`config.mk`:
```
export PLATFORM = sky130hd
export DESIGN_NAME = pattern_scan_ctrl
export DESIGN_NICKNAME = d
export VERILOG_FILES = /design/src/rtl/pattern_scan_pkg.sv /design/src/rtl/pattern_det_moore.sv /design/src/rtl/pattern_scan_ctrl.sv
export SDC_FILE = /design/constraint.sdc
export NUM_CORES = 1
export LEC_CHECK = 0
export BUFFER_PORTS_ARGS = -buffer_cell sky130_fd_sc_hd__buf_2
export CORE_UTILIZATION = 50
export DETAILED_ROUTE_END_ITERATION = 6
export PLACE_DENSITY = 0.73
export SLEW_MARGIN = 30
export SYNTH_ARGS = -nofsm -noshare
export SYNTH_HDL_FRONTEND = slang
export SYNTH_SLANG_ARGS = --single-unit
```
`constraint.sdc`:
```
create_clock -name clk -period 5.1 [get_ports clk]
set_input_delay 1.02 -clock clk [delete_from_list [all_inputs] [get_ports clk]]
set_output_delay 1.02 -clock clk [all_outputs]
set_load 0.02 [all_outputs]
```
`src/rtl/pattern_scan_pkg.sv`:
```
// Shared types and constants for the pattern scan controller and its detector.
package pattern_scan_pkg;

    localparam int unsigned PAT_W = 4;

    typedef enum logic [1:0] {
        StIdle  = 2'd0,
        StShift = 2'd1,
        StDrain = 2'd2,
        StDone  = 2'd3
    } scan_state_t;

endpackage

```
`src/rtl/pattern_det_moore.sv`:
```
// Moore serial detector for a PAT_W-bit pattern, oldest bit in pattern[PAT_W-1].
module pattern_det_moore
    import pattern_scan_pkg::*;
(
    input  logic             clk,
    input  logic             rst_n,
    input  logic             clear,
    input  logic             shift_en,
    input  logic             bit_in,
    input  logic [PAT_W-1:0] pattern,
    input  logic             overlap_en,
    output logic             det
);

    localparam int unsigned VCNT_W = $clog2(PAT_W + 1);
    localparam logic [VCNT_W-1:0] VcntFull = VCNT_W'(PAT_W);

    logic [PAT_W-1:0]  hist_q;
    logic [VCNT_W-1:0] vcnt_q;

    // Decoded from state only, so det lags the completing bit by one edge.
    assign det = (vcnt_q == VcntFull) && (hist_q == pattern);

    always_ff @(posedge clk or negedge rst_n) begin
        if (!rst_n) begin
            hist_q <= '0;
            vcnt_q <= '0;
        end else if (clear) begin
            hist_q <= '0;
            vcnt_q <= '0;
        end else if (shift_en) begin
            if (det && !overlap_en) begin
                // Non-overlapping: the next window starts with this bit.
                hist_q <= {{(PAT_W-1){1'b0}}, bit_in};
                vcnt_q <= VCNT_W'(1);
            end else begin
                hist_q <= {hist_q[PAT_W-2:0], bit_in};
                vcnt_q <= (vcnt_q == VcntFull) ? VcntFull : vcnt_q + VCNT_W'(1);
            end
        end
    end

endmodule

```
`src/rtl/pattern_scan_ctrl.sv`:
```
// Scans a latched word MSB-first through a Moore pattern detector, counting matches
// and recording where the first one completed; reports with a one-cycle done pulse.
module pattern_scan_ctrl
    import pattern_scan_pkg::*;
#(
    parameter int unsigned WORD_W = 16,
    parameter int unsigned CNT_W  = 5
) (
    input  logic                      clk,
    input  logic                      rst_n,
    input  logic                      start,
    input  logic [WORD_W-1:0]         word_in,
    input  logic [PAT_W-1:0]          pattern,
    input  logic                      overlap_en,
    output logic                      busy,
    output logic                      done,
    output logic [CNT_W-1:0]          match_count,
    output logic [$clog2(WORD_W)-1:0] first_pos
);

    localparam int unsigned POS_W = $clog2(WORD_W);
    // One extra bit so idx can reach WORD_W during DRAIN.
    localparam int unsigned IDX_W = $clog2(WORD_W + 1);

    scan_state_t       state_q;
    logic [IDX_W-1:0]  idx_q;
    logic [WORD_W-1:0] word_q;
    logic [PAT_W-1:0]  pattern_q;
    logic              overlap_q;

    logic det;
    logic clear;
    logic shift_en;
    logic count_en;

    assign clear    = (state_q == StIdle) && start;
    assign shift_en = (state_q == StShift);
    assign count_en = ((state_q == StShift) || (state_q == StDrain)) && det;

    pattern_det_moore u_det (
        .clk       (clk),
        .rst_n     (rst_n),
        .clear     (clear),
        .shift_en  (shift_en),
        .bit_in    (word_q[WORD_W-1]),
        .pattern   (pattern_q),
        .overlap_en(overlap_q),
        .det       (det)
    );

    always_ff @(posedge clk or negedge rst_n) begin
        if (!rst_n) begin
            state_q     <= StIdle;
            idx_q       <= '0;
            word_q      <= '0;
            pattern_q   <= '0;
            overlap_q   <= 1'b0;
            busy        <= 1'b0;
            done        <= 1'b0;
            match_count <= '0;
            first_pos   <= '0;
        end else begin
            done <= 1'b0;

            if (count_en) begin
                if (match_count != '1) begin
                    match_count <= match_count + CNT_W'(1);
                end
                if (match_count == '0) begin
                    first_pos <= POS_W'(idx_q - IDX_W'(1));
                end
            end

            case (state_q)
                StIdle: begin
                    if (start) begin
                        word_q      <= word_in;
                        pattern_q   <= pattern;
                        overlap_q   <= overlap_en;
                        idx_q       <= '0;
                        match_count <= '0;
                        first_pos   <= '0;
                        busy        <= 1'b1;
                        state_q     <= StShift;
                    end
                end
                StShift: begin
                    // The word register shifts left so the current bit is always the MSB.
                    word_q <= {word_q[WORD_W-2:0], 1'b0};
                    idx_q  <= idx_q + IDX_W'(1);
                    if (idx_q == IDX_W'(WORD_W - 1)) begin
                        state_q <= StDrain;
                    end
                end
                StDrain: begin
                    done    <= 1'b1;
                    state_q <= StDone;
                end
                StDone: begin
                    busy    <= 1'b0;
                    state_q <= StIdle;
                end
                default: state_q <= StIdle;
            endcase
        end
    end

endmodule

```
==> flow_summary_export.csv <==
group,metric,value,unit
timing,period_needed,2.32,ns
layout,nFillCells,384,
setup_path,crit_family,"simple AND/OR/NAND/NOR gates",
timing,finalSetupTns,0,ns
yosys,avgSynthCellArea,9.81,um2
yosys,ys_ff_latch,46,
yosys,synth_flop_cell,"dfrtp_1",
setup_path,worstPathCellList,"inv_1 -> ha_1 -> and2_1 -> nor2_4 -> o21ai_0 -> o31ai_1",
setup_path,crit_slowest_cell,"and2_1",
setup_path,cp-end-kind,"flop",
clock_network,h-tree-depth,2,
placement,place_congestion,0.778,
setup_path,rrSetupSlack,2.78,ns
yosys,synthesis.nets,282,
routing,drt_iter0_drc,88,
clock_network,cts.sinks,46,
layout,nets,311,
setup_path,ff2ff_path_depth,6,
routing,wl_per_cell,13.5,um
setup_path,crit_cells,6,
setup_path,path_class,"flop to flop",
timing,finalMaxSlewViolations,0,
layout,multi_input_area,0.00116,mm2
placement,dpl.hpwl,3020,um
clock_network,cts_tree,"yes",
clock_network,clk_latency,0.29,ns
power_and_ir_drop,p_leak,1.30,nW
placement,pre_cts_slack,2.19,ns
yosys,syn_inst,247,
layout,antennaDiodeCount,0,
clock_network,cts.hold.buffers_added,0,
timing,setup_viol,0,
placement,dp.cells,321,
clock_network,cts_root_buf,"clkbuf_8",
routing,routed_wirelength,4430,um
clock_network,clk_pin_slew,0.08,ns
routing,firstDrtPassIters,4,
grt,grt_pass1_vias,1761,
power_and_ir_drop,peakVddDrop,291,uV
floorplan,fp.dieW,71.6,um
power_and_ir_drop,powerDensity,602,mW/mm2
floorplan,start_util,53.8,%
layout,fin_cells,329,
grt,overflow,0,
hold_path,holdPathStages,2,
timing,hold-worst-slack,0.489,ns
timing,hold_violations,0,
setup_path,cp_num_buf_inv,1,
hold_path,hp-class,"flop to flop",
clock_network,cts_buffers,5,
timing,setup_ws,2.78,ns
setup_path,cp-start-kind,"flop",
yosys,async_reset_ff_share,100,%
floorplan,core,0.00450,mm2
yosys,synth_enable_flop_cells,0,
timing,finClkSkew,0.00326,ns
yosys,yosysUniqueCellTypes,46,
grt,grt_pass1_wl,7910,um
routing,drc,0,
setup_path,cp_max_fo,32,
layout,final-seq-area,0.00115,mm2
yosys,synth-seq-area-share,47.5,%
outcome,status,"complete, no violations",
hold_path,hp-start,"word_q[10]",
floorplan,die-height,71.6,um
clock_network,postCtsResizedCells,0,
layout,syn_to_final_growth,11.9,%
setup_path,cp.arrival,2.47,ns
routing,vias,1833,
clock_network,postCtsSetupBuffers,0,
setup_path,timing.rr.start,"state_q[1]",
floorplan,rows,24,
setup_path,crit_required,5.26,ns
timing,worst_pin_slew,0.742,ns
timing,period_share,45.4,%
routing,avgViaCountPerCell,5.57,
setup_path,max_stage_delay,0.68,ns
timing,rsz0062_at_grt,"false",
hold_path,hold_end,"word_q[10]",
floorplan,die_area,0.00513,mm2
placement,port_buffers,34,
grt,grt_usage,19.4,%
floorplan,pin_count,35,
layout,drive_above_1_share,18.4,%
timing,max_slew_margin,50.5,%
flow_run,maxCapViolCount,0,
timing,fmax,432,MHz
yosys,yosys_warnings,0,
routing,ant_nets,0,
yosys,syn-cell-area,0.00242,mm2
grt,grt_max_degree,47,
clock_network,clk_path_buf_depth,2,
setup_path,worstReg2RegEnd,"idx_q[2]",
grt,grt_antenna_before_repair,0,
==> layout by cell type, fill, tap and decap left out, types with 2 or more instances in the layout <==
master and instances:
a21oi_1 10, nor2b_1 3, ha_1 11, a31oi_1 5, xor2_1 4, nor4_1 2, nand4_1 2, o21ai_0 22
nor2_1 9, mux2i_1 19, buf_2 33, clkbuf_8 8, nand3_1 10, nor3_1 7, a21o_1 3, nand2_1 37
buf_4 2, inv_1 12, dfrtp_1 46, and3_1 2, xnor2_1 3, and4_1 2, a211oi_1 5
==> worst max path at each step <==
stage	startpoint	endpoint
2_1_floorplan	start	word_q[10]
3_3_place_gp	start	idx_q[2]
3_5_place_dp	start	word_q[7]
4_1_cts	start	idx_q[2]
5_1_grt	state_q[0]	idx_q[2]
6_report	state_q[1]	idx_q[2]
==> cell type report <==
cell class / count / share of cell area (%)
multi-input cells: 176 / 42.8
well taps: 52 / 2.40
repair buffers: 35 / 6.65
inverters: 12 / 1.66
flip-flops and latches: 46 / 42.5
clock buffers: 8 / 4.06
==> worst min-delay path, delay by kind of cell (launching register included) <==
family	cells	cell delay, ns
and+or+nand+nor	1	0.05
DFF	1	0.36
AOI/OAI and AO/OA	1	0.06
==> metrics by stage <==
| stage | cell area (um2) | power [mW] | util, % |
|---|---|---|---|
| 2_1_floorplan | 2420 | 1.23 | - |
| 3_3_place_gp | 2590 | 1.35 | 57.6 |
| 3_5_place_dp | 2600 | 1.38 | 57.6 |
| 4_1_cts | 2710 | 1.64 | 60.1 |
| 5_1_grt | 2710 | 1.77 | 60.2 |
| 6_report | 2710 | 1.63 | 60.2 |
==> kinds of logic after synthesis <==
group	synth area share, %
buffers and inverters	4.80
AND/OR/NAND/NOR	17.2
adder cells (fa/ha/maj)	5.68
AO/OA/AOI/OAI	14.4
flip-flops	47.5
XOR/XNOR	2.53
multiplexers	7.85
==> synthesized netlist by cell type, types with 2 or more instances <==
library cell	instances	area, um2
mux2i_1	19	190
xor2_1	4	35.0
inv_1	12	45.0
nand4_1	2	12.5
o21ai_0	22	110
nor2_1	9	33.8
nand2_1	37	139
a21o_1	3	22.5
xnor2_1	3	26.3
nor3_1	7	35.0
buf_2	5	25.0
nor4_1	2	12.5
nand3_1	10	50.1
clkbuf_1	3	11.3
dfrtp_1	46	1150
a31oi_1	5	31.3
buf_4	2	15.0
and3_1	2	12.5
nor2b_1	3	18.8
a21oi_1	10	50.1
ha_1	11	138
and4_1	2	17.5
a211oi_1	5	37.5
==> sequential cells by signal (all words and copies together) (netlist names) <==
register / flops
u_det.vcnt_q: 3
overlap_q: 1
first_pos: 4
idx_q: 5
state_q: 2
done: 1
u_det.hist_q: 4
pattern_q: 4
busy: 1
match_count: 5
word_q: 16
==> metal layers <==
layer / wire length, um / part of all wire, % / track usage [%]
met1: 2240 / 51 / 26.1
met2: 1960 / 44 / 31.3
met3: 164 / 3.7 / 3.52
met4: 66 / 1.5 / 7.84
met5: 0 / 0 / 0
==> power breakdown <==
part           switching, mW  total, mW  internal (mW)  leakage, nW
Clock                  0.121      0.258          0.137       0.0575
Sequential             0.115      0.634          0.518        0.594
Combinational          0.455      0.740          0.285        0.647
(Power assumes the default switching activity.)
